==> src/rtl/seg7_scan_decoder.sv <==
// Readback decoder for a multiplexed, active-low seven-segment bus.
// Recovers the hex value on each digit, flags illegal patterns and signals full frames.
module seg7_scan_decoder #(
  parameter int N_DIG         = 8,
  parameter int STABLE_CYCLES = 4,
  parameter int CNT_W         = 8
) (
  input  logic                 iCLK,
  input  logic                 iRST,
  input  logic [6:0]           iSEG,
  input  logic [N_DIG-1:0]     iCOM,
  input  logic                 iERR_CLR,
  output logic [4*N_DIG-1:0]   oDIGITS,
  output logic [N_DIG-1:0]     oVALID,
  output logic                 oERR,
  output logic [3:0]           oERR_DIG,
  output logic                 oFRAME
);

  localparam logic [CNT_W-1:0] LP_CAP_CNT = CNT_W'(STABLE_CYCLES - 1);
  localparam logic [CNT_W-1:0] LP_CNT_MAX = '1;

  logic [6:0]       r_s_seg;
  logic [6:0]       r_p_seg;
  logic [N_DIG-1:0] r_s_com;
  logic [N_DIG-1:0] r_p_com;
  logic [CNT_W-1:0] r_cnt;
  logic             r_captured;
  logic [N_DIG-1:0] r_seen;

  logic [N_DIG-1:0] w_sel;
  logic             w_legal_sel;
  logic             w_same;
  logic [CNT_W-1:0] w_cnt_nxt;
  logic             w_capture;
  logic [3:0]       w_idx;
  logic [3:0]       w_val;
  logic             w_is_hex;
  logic             w_is_blank;
  logic             w_illegal_cap;
  logic [N_DIG-1:0] w_seen_or;
  logic             w_frame;

  always_comb begin
    w_sel       = ~r_s_com;
    w_legal_sel = (w_sel != '0) && ((w_sel & (w_sel - N_DIG'(1))) == '0);
    w_idx       = 4'd0;
    for (int i = 0; i < N_DIG; i++) begin
      if (w_sel[i]) w_idx = 4'(i);
    end
    w_same = w_legal_sel && (r_s_seg == r_p_seg) && (r_s_com == r_p_com);
    if (!w_same)                  w_cnt_nxt = '0;
    else if (r_cnt == LP_CNT_MAX) w_cnt_nxt = r_cnt;
    else                          w_cnt_nxt = r_cnt + CNT_W'(1);
    // The !w_same term only matters for STABLE_CYCLES=1, where the first sample of a new pattern captures.
    w_capture = w_legal_sel && (w_cnt_nxt == LP_CAP_CNT) && (!r_captured || !w_same);
  end

  always_comb begin
    w_is_hex   = 1'b1;
    w_is_blank = 1'b0;
    w_val      = 4'h0;
    case (r_s_seg)
      7'b1000000: w_val = 4'h0;
      7'b1111001: w_val = 4'h1;
      7'b0100100: w_val = 4'h2;
      7'b0110000: w_val = 4'h3;
      7'b0011001: w_val = 4'h4;
      7'b0010010: w_val = 4'h5;
      7'b0000010: w_val = 4'h6;
      7'b1111000: w_val = 4'h7;
      7'b0000000: w_val = 4'h8;
      7'b0010000: w_val = 4'h9;
      7'b0001000: w_val = 4'hA;
      7'b0000011: w_val = 4'hB;
      7'b1000110: w_val = 4'hC;
      7'b0100001: w_val = 4'hD;
      7'b0000110: w_val = 4'hE;
      7'b0001110: w_val = 4'hF;
      7'b1111111: begin
        w_is_hex   = 1'b0;
        w_is_blank = 1'b1;
      end
      default: w_is_hex = 1'b0;
    endcase
    w_illegal_cap = w_capture && !w_is_hex && !w_is_blank;
    w_seen_or     = r_seen | w_sel;
    w_frame       = w_capture && (&w_seen_or);
  end

  always_ff @(posedge iCLK) begin
    if (iRST) begin
      r_s_seg    <= '0;
      r_p_seg    <= '0;
      r_s_com    <= '0;
      r_p_com    <= '0;
      r_cnt      <= '0;
      r_captured <= 1'b0;
      r_seen     <= '0;
      oDIGITS    <= '0;
      oVALID     <= '0;
      oERR       <= 1'b0;
      oERR_DIG   <= 4'd0;
      oFRAME     <= 1'b0;
    end else begin
      r_s_seg <= iSEG;
      r_s_com <= iCOM;
      r_p_seg <= r_s_seg;
      r_p_com <= r_s_com;
      r_cnt   <= w_cnt_nxt;
      if (w_capture)   r_captured <= 1'b1;
      else if (!w_same) r_captured <= 1'b0;
      oFRAME <= w_frame;
      if (w_capture) begin
        r_seen <= w_frame ? '0 : w_seen_or;
        for (int i = 0; i < N_DIG; i++) begin
          if (w_sel[i]) begin
            oVALID[i] <= w_is_hex;
            if (w_is_hex) oDIGITS[4*i +: 4] <= w_val;
          end
        end
      end
      // A fresh illegal capture beats a same-cycle clear.
      if (w_illegal_cap) begin
        oERR     <= 1'b1;
        oERR_DIG <= w_idx;
      end else if (iERR_CLR) begin
        oERR <= 1'b0;
      end
    end
  end

endmodule

==> config.mk <==
export PLATFORM = sky130hd
export DESIGN_NAME = seg7_scan_decoder
export DESIGN_NICKNAME = d
export VERILOG_FILES = /design/src/rtl/seg7_scan_decoder.sv
export SDC_FILE = /design/constraint.sdc
export NUM_CORES = 1
export LEC_CHECK = 0
export ABC_AREA = 1
export CAP_MARGIN = 30
export CORE_MARGIN = 1
export CORE_UTILIZATION = 45
export CTS_CLUSTER_SIZE = 28
export DETAILED_ROUTE_END_ITERATION = 16
export PLACE_DENSITY = 0.69
export REMOVE_ABC_BUFFERS = 1
export SLEW_MARGIN = 25
export SYNTH_ARGS = -nofsm -noshare
export SYNTH_HDL_FRONTEND = slang
export SYNTH_SLANG_ARGS = --single-unit
==> constraint.sdc <==
create_clock -name iCLK -period 6.85 [get_ports iCLK]
set_clock_uncertainty 0.2 [all_clocks]
set_input_delay 0.685 -clock iCLK [delete_from_list [all_inputs] [get_ports iCLK]]
set_output_delay 0.685 -clock iCLK [all_outputs]
set_load 0.01 [all_outputs]
# Word-level counts from Yosys, hierarchy flattened
# Index checks and enable logic that the tools add are counted.
[totals]
in_bits = 18
output_inout_bits = 46
elab_cells = 104
ff_bits = 93
[classes]
n_eq_ne = 21
bitwise = 3
n_addsub = 2
reduce_logical = 35
mux = 17
[ops]
columns = ["cell", "count"]
rows = [
  ["one-hot mux 4 bit (15 select lines)", 1],
  ["== test 7 bit (second input constant)", 5],
  ["two-way mux 4 bit", 6],
  ["two-way mux 8 bit", 3],
  ["AND reduction 3 bit", 8],
  ["== test 7 x 5 -> 1 bit (second input constant)", 3],
  ["== test 7 x 6 -> 1 bit (second input constant)", 3],
  ["AND reduction 2 bit", 8],
  ["OR reduction 16 bit", 1],
  ["== test 7 x 2 -> 1 bit (second input constant)", 2],
  ["== test 7 x 4 -> 1 bit (second input constant)", 2],
  ["adder 8 x 1 -> 8 bit (second input constant)", 1],
  ["AND 8 bit", 1],
  ["== test 8 x 2 -> 1 bit (second input constant)", 1],
  ["== test 8 bit", 1],
  ["== test 8 bit (second input constant)", 1],
  ["logical AND 1 bit", 8],
  ["zero test 8 bit", 1],
  ["NOT 8 bit", 1],
  ["OR 8 bit", 1],
  ["AND reduction 8 bit", 1],
  ["nonzero test 8 bit", 1],
  ["subtractor 8 x 1 -> 8 bit (second input constant)", 1],
  ["== test 7 x 3 -> 1 bit (second input constant)", 1],
  ["other kinds (7)", 16],
]

# Longest topological paths before layout
# Gate-level depths: netlist of the first run.
[logic_depth]
ltp_word = 14
mapped_depth = 17
depth_no_buf = 15

# Least setup slack after synthesis of the first run
# No wires, ideal clock.
[synth_path]
kind = "register -> register"
startpoint = "register r_cnt[0]"
endpoint = "register r_seen[0]"
setup_ns = 0.120
path_slack_ns = 4.639
n_path_buf = 1
synth_period_minus_slack_ns = 2.211
arrival_time_ns = 1.892
stages_incl_launch_ff = 16
required_time_ns = 6.530
path_cell_list = "dfxtp_1 -> ha_1 -> nand2_1 -> nor2_2 -> nand2_2 -> inv_2 -> nand2_1 -> nand2_1 -> nand2_1 -> nor2_1 -> nand4_1 -> nor2_2 -> buf_6 -> nand3_2 -> nand2_2 -> a21oi_1"
[synth_between]
elab_chain_len = 8
word_cells_on_any_way = 9
classes_between = "add/sub (1); eq/ne (2); mux (3); reduce/logical (3)"
[synth_lines]
columns = ["item", "line", "text"]
rows = [
  ["start, declared", "27", "logic [CNT_W-1:0] r_cnt;"],
  ["start signal, assigned", "110", "r_cnt <= w_cnt_nxt;"],
  ["adder 8 x 1 -> 8 bit / == test 8 bit (equally long branches)", "54, 53", ""],
  ["two-way mux 8 bit *", "53", "else if (r_cnt == LP_CNT_MAX) w_cnt_nxt = r_cnt;"],
  ["two-way mux 8 bit *", "52", "if (!w_same) w_cnt_nxt = '0;"],
  ["== test 8 x 2 -> 1 bit *", "56", "w_capture = w_legal_sel && (w_cnt_nxt == LP_CAP_CNT) && (!r_captured || !w_same);"],
  ["logical AND 1 bit * (2 in series)", "56", ""],
  ["logical AND 1 bit", "88", "w_frame = w_capture && (&w_seen_or);"],
  ["two-way mux 8 bit", "115", "r_seen <= w_frame ? '0 : w_seen_or;"],
  ["end signal, assigned", "115", ""],
  ["end, declared", "29", "logic [N_DIG-1:0] r_seen;"],
]
# Every way passes the cells marked *; elsewhere a longest branch is shown, timed or not.
# A chain may end at the register's enable or synchronous reset.

# Worst setup path after layout of the first run
[layout_path]
startpoint = "register r_cnt[0]"
endpoint = "register r_seen[1]"
# The elaborated chain is that of the path after synthesis.

==> results of run 1 <==
## critical path: stages, from the launching register on
cell and delay [ns]:
dfxtp_1 0.38, ha_1 0.20, nand2_1 0.09, nor2_2 0.18
nand2_2 0.13, inv_2 0.08, nand2_1 0.06, nand2_1 0.06
nand2_1 0.05, nor2_1 0.18, nand4_1 0.20, nor2_4 0.58
nand3_2 0.17, nand2_2 0.19, a21oi_1 0.07
## per-layer routing
layer | share of wire (%) | track usage (%)
met5 | 0 | 0
met4 | 1.6 | 8.38
met3 | 4.0 | 3.76
met2 | 45 | 32.3
met1 | 49 | 27.3
## layout by cell type, fill, tap and decap left out, types with 2 or more instances in the layout
master / n
nand2_4: 2
nor2_1: 94
nor3_1: 4
o21ai_1: 3
inv_1: 85
nand2_2: 3
nand4_2: 7
a221oi_1: 2
nand3_1: 34
clkdlybuf4s50_1: 61
o22ai_1: 3
inv_2: 5
or2_2: 3
nand2_1: 159
nand4_1: 7
a21oi_1: 42
nand3_2: 3
nor2_2: 2
clkbuf_8: 9
dfxtp_1: 92
clkinvlp_4: 2
nor2_4: 2
o21ai_0: 5
o21a_1: 2
xor2_1: 2
clkinv_1: 2
## path summary, 6_finish.rpt
path | from | to
min reg2reg | r_seen[7] | r_seen[7]
min | r_seen[7] | r_seen[7]
max | r_cnt[0] | r_seen[1]
max reg2reg | r_cnt[0] | r_seen[1]
## registers in the layout (all words and copies together) (netlist names)
signal and flops:
oDIGITS 32, oVALID 8, r_cnt 8, r_p_com 8, r_s_com 8, r_seen 8, r_p_seg 7, r_s_seg 7
oERR_DIG 3, oERR 1, oFRAME 1, r_captured 1
## power by group
part	switching [mW]	internal [mW]	total (mW)
logic	0.0479	0.0238	0.0716
registers	0.00883	0.543	0.552
clock network	0.200	0.136	0.336
## cell type report
class	instances	area [sq um]	share of cell area (%)
clock buffers	10	128	2.60
clock inverters	6	48.8	0.993
inverters	92	345	7.03
multi-input cells	386	1780	36.3
flip-flops and latches	92	1840	37.5
well taps	108	135	2.75
repair buffers	64	631	12.8
## stage by stage
step | instance area, sq um | setup WS (ns) | util [%] | power, mW
after CTS | 4910 | 3.92 | 56.3 | 0.967
after global routing | 4910 | 3.56 | 56.3 | 1.00
after floorplan | 3970 | 4.16 | - | 0.604
final | 4910 | 3.91 | 56.3 | 0.959
after global placement | 4720 | 3.76 | 54.2 | 0.634
after detailed placement | 4730 | 3.94 | 54.2 | 0.635
## cell families (layout without fill, tap and decap cells)
family          Yosys count  after routing
buf+inv                 107            172
other cells               1              1
compound gates           59             59
fa+ha+maj                 1              1
simple gates            322            322
flops                    92             92
xor+xnor                  3              3
==> metrics, run 1 <==
maxcap violations=0; crit end category=register; Initial Util=around 46%; Final Non-Filler Cells=758; r2r worst-path depth=14; Final Hold Fails=0; height of the die=96.8 um; placed cells=approximately 740; cell with the most instances after synthesis=nand2_1; clk buf depth=2; Critical Path Start Type=register; clk_lat worst skew=~0.37 ns; Total GRT Usage=20.4%; clk sink count=92; HPWL after DPL=6510 um; hold path depth=2; Synth top area share=45.5%; # rows=34; Worst slew margin=53.8%; first-pass GRT wire length=approximately 16000 um; post-synthesis cell area=4050 sq um; CTS tree=done; area leader, netlist=dfxtp_1; final setup violation count=0; count of different cell masters after synthesis=34; critical path type=register to register; Ports=64; Vias/cell=approximately 4.8; CTS root buf=clkbuf_8; initial antenna violation count=0; FFs w/ async S/R, synth=0%; Max Freq=approximately 340 MHz; Cell Pwr Density=195 nW/um^2; GRT overflow=0; unrepaired setup endpoints after global routing=false; largest net degree at the start of global routing=62; post-CTS sizing=0; H-tree Lvls=3; Post-Syn Instances=585; Post-CTS Setup Inserts=0; clk slew on worst S/H paths=approximately 0.090 ns; P&R area growth vs syn=21.4%; Fillers=830; count of flip-flops with a built-in enable after synthesis=0; sequential fraction of the synthesis area=between 40% and 50%; post-synthesis compound-gate area fraction=7.85%; Leak=2.14 nW; antenna diode count=0; die footprint=9380 sq um; final wirelength=9110 um; post-synthesis mux area share=0%; fraction of layout cells with a size suffix above 1=7.08%; Max VDD drop=0.0916 mV; Max Slew Vio Count=0; die width=96.8 um; initial drt markers=151; Post-Synth Simple-Gate Area=35.1%; buffers added on ports=62; gp weighted congestion=0.938; critical path peak fanout=30; Hold WS=approximately 0.25 ns; post-synthesis xor/xnor area fraction=less than 1%; vias in the first global route=3312; Worst Hold Class=register to register; final period utilization=approximately 43%; sum of negative setup slack=0 ns; detailed-route via count=around 3700; Nets=664; most used flip-flop cell after synthesis=dfxtp_1; CP required=6.90 ns; core area=8720 sq um; reg-to-reg setup timing slack=3.91 ns; Yosys warnings=0; Post-synth top cells=nand2_1, nor2_1, dfxtp_1; Final ANT Viol Nets=0; FF+latch count, synth=between 90 and 100; largest family of logic cells by synthesized area=simple AND/OR/NAND/NOR gates; final worst path period need=between 2 and 3 ns; ranking of synthesized cells by area=dfxtp_1, nand2_1, nor2_1, inv_1, a21oi_1; critical path data arrival time=2.99 ns; Post-Synth Adder-Cell Area=less than 1%; cts hold-fix bufs=0; number of buffers created by CTS=9; status=finished, final reports clean; DRT Pass-1 Iters=4; DRC violations left=0; routed wire length per instance=12.0 um; Worst-Margin Slew=0.691 ns; Post-Syn Area per Cell=about 6.9 sq um
(Power assumes the default switching activity.)
==> run 2: changes to the inputs <==
==> constraint.sdc (replaced) <==
create_clock -name iCLK -period 2.77 [get_ports iCLK]
set_clock_uncertainty 0.2 [all_clocks]
set_input_delay 0.277 -clock iCLK [delete_from_list [all_inputs] [get_ports iCLK]]
set_output_delay 0.277 -clock iCLK [all_outputs]
set_load 0.01 [all_outputs]
==> metrics, run 2 (same netlist as run 1, synthesis figures left out) <==
status=finished, final reports clean (unchanged); H-tree Lvls=3 (unchanged); clk buf depth=2 (unchanged); final worst setup slack=0.250 ns (was 3.91 ns); max FFs per register=32 (unchanged); DP Worst Slack=0.208 ns (was 3.94 ns); clk sink count=92 (unchanged); Total GRT Usage=20.7% (was 20.4%); placed cells=745 (was 741); DRT Pass-1 Iters=4 (unchanged); critical path type=register to register (unchanged); antenna diode count=0 (unchanged); vias in the first global route=3520 (was 3312); most common cell after layout, fill and taps aside=nand2_1 (unchanged); Initial Util=46.4% (unchanged); power after layout=2.39 mW (was 0.959 mW); detailed-route via count=3710 (was 3661); Final ANT Viol Nets=0 (unchanged); Hold WS=0.225 ns (was 0.250 ns); Biggest register=oDIGITS (unchanged); crit end category=register (unchanged); # rows=34 (unchanged); maxcap violations=0 (unchanged); initial antenna violation count=0 (unchanged); clk slew on worst S/H paths=0.09 ns (about the same); Final Hold Fails=0 (unchanged); final setup violation count=0 (unchanged); CTS tree=done (unchanged); reg-to-reg setup timing slack=0.25 ns (was 3.91 ns); die width=96.8 um (unchanged); first-pass GRT wire length=15900 um (was 15500 um); Leak=2.16 nW (was 2.14 nW); Worst slew margin=50.1% (was 53.8%); Ports=64 (unchanged); CP required=2.82 ns (was 6.90 ns); Critical Path Start Type=register (unchanged); core area=8720 sq um (unchanged); final wirelength=9340 um (was 9110 um); RR Startpoint=r_cnt[0] (unchanged); cts hold-fix bufs=0 (unchanged); DRC violations left=0 (unchanged); Crit. Startpoint=r_cnt[0] (unchanged); commonest cells after routing, fill and taps aside=nand2_1, nor2_1, dfxtp_1, inv_1, clkdlybuf4s50_1 (unchanged); die footprint=9380 sq um (unchanged); Worst Hold Class=input pin to register (was register to register); worst reg2reg endpoint=r_seen[3] (was r_seen[1]); critical path peak fanout=30 (unchanged); number of buffers created by CTS=9 (unchanged); Max Freq=397 MHz (was 340 MHz); r2r worst-path depth=15 (was 14); GRT overflow=0 (unchanged); initial drt markers=121 (was 151); final period utilization=91.0% (was 42.9%); routed wire length per instance=12.3 um (was 12.0 um); Post-CTS Setup Inserts=0 (unchanged); Max Slew Vio Count=0 (unchanged); final worst path period need=2.52 ns (was 2.94 ns); Vias/cell=4.88 (was 4.83); Cell Pwr Density=481 nW/um^2 (was 195 nW/um^2); largest net degree at the start of global routing=61 (was 62); P&R area growth vs syn=22.7% (was 21.4%); gp weighted congestion=0.906 (was 0.938); Final Non-Filler Cells=761 (was 758); post-CTS sizing=0 (unchanged); critical path data arrival time=2.57 ns (was 2.99 ns); CP endpoint=r_seen[3] (was r_seen[1]); Nets=667 (was 664); Worst-Margin Slew=0.744 ns (was 0.691 ns); clk_lat worst skew=0.36 ns (was 0.37 ns); fraction of layout cells with a size suffix above 1=7.81% (was 7.08%); height of the die=96.8 um (unchanged); CTS root buf=clkbuf_8 (unchanged); buffers added on ports=62 (unchanged); Max VDD drop=0.299 mV (was 0.0916 mV); HPWL after DPL=6750 um (was 6510 um)
==> run 2: layout make-up <==
type                            count  area (sq um)
Tap cell                          108           135
Fill cell                         854          3760
Inverter                           92           345
Multi-Input combinational cell    386          1790
Sequential cell                    92          1840
Timing Repair Buffer               67           666
Clock buffer                       10           138
Clock inverter                      6          47.5
==> run 2: critical path, cell delays in order, from the launching register on <==
cell	delay, ns
dfxtp_1	0.38
ha_1	0.20
nand2_1	0.12
nor2_4	0.16
nand2_2	0.11
inv_2	0.08
nand2_1	0.07
nand2_1	0.06
nand2_1	0.06
nor2_2	0.13
nand4_1	0.15
nor2_2	0.18
buf_12	0.20
nand3_2	0.12
nand2_4	0.13
a21oi_1	0.07
==> run 2: how the worst min path moves through the flow <==
| stage | from | endpoint | cells past startpoint |
|---|---|---|---|
| after floorplan | iRST | oDIGITS[10] | 1 |
| final | iCOM[6] | r_s_com[6] | 3 |
| after detailed placement | r_seen[1] | r_seen[1] | 2 |
| after global placement | r_seen[0] | r_seen[0] | 2 |
| after CTS | iSEG[0] | r_s_seg[0] | 3 |
| after global routing | iSEG[1] | r_s_seg[1] | 3 |
==> run 2: metal layers <==
metal	wire length (um)	GRT usage [%]
met1	4450	26.7
met2	4500	35.5
met3	333	3.25
met4	57	6.08
met5	0	0
==> run 2: power by group <==
part	internal, mW	total [mW]	switching [mW]
clock network	0.359	0.841	0.482
logic	0.0631	0.185	0.122
registers	1.34	1.36	0.0222
==> run 2: stage by stage <==
step / area (sq um) / utilization (%) / TNS [ns]
2_1_floorplan: 3970 / - / 0
3_3_place_gp: 4770 / 54.7 / 0
3_5_place_dp: 4770 / 54.7 / 0
4_1_cts: 4950 / 56.8 / 0
5_1_grt: 4960 / 56.9 / -0.00248
6_report: 4960 / 56.9 / 0
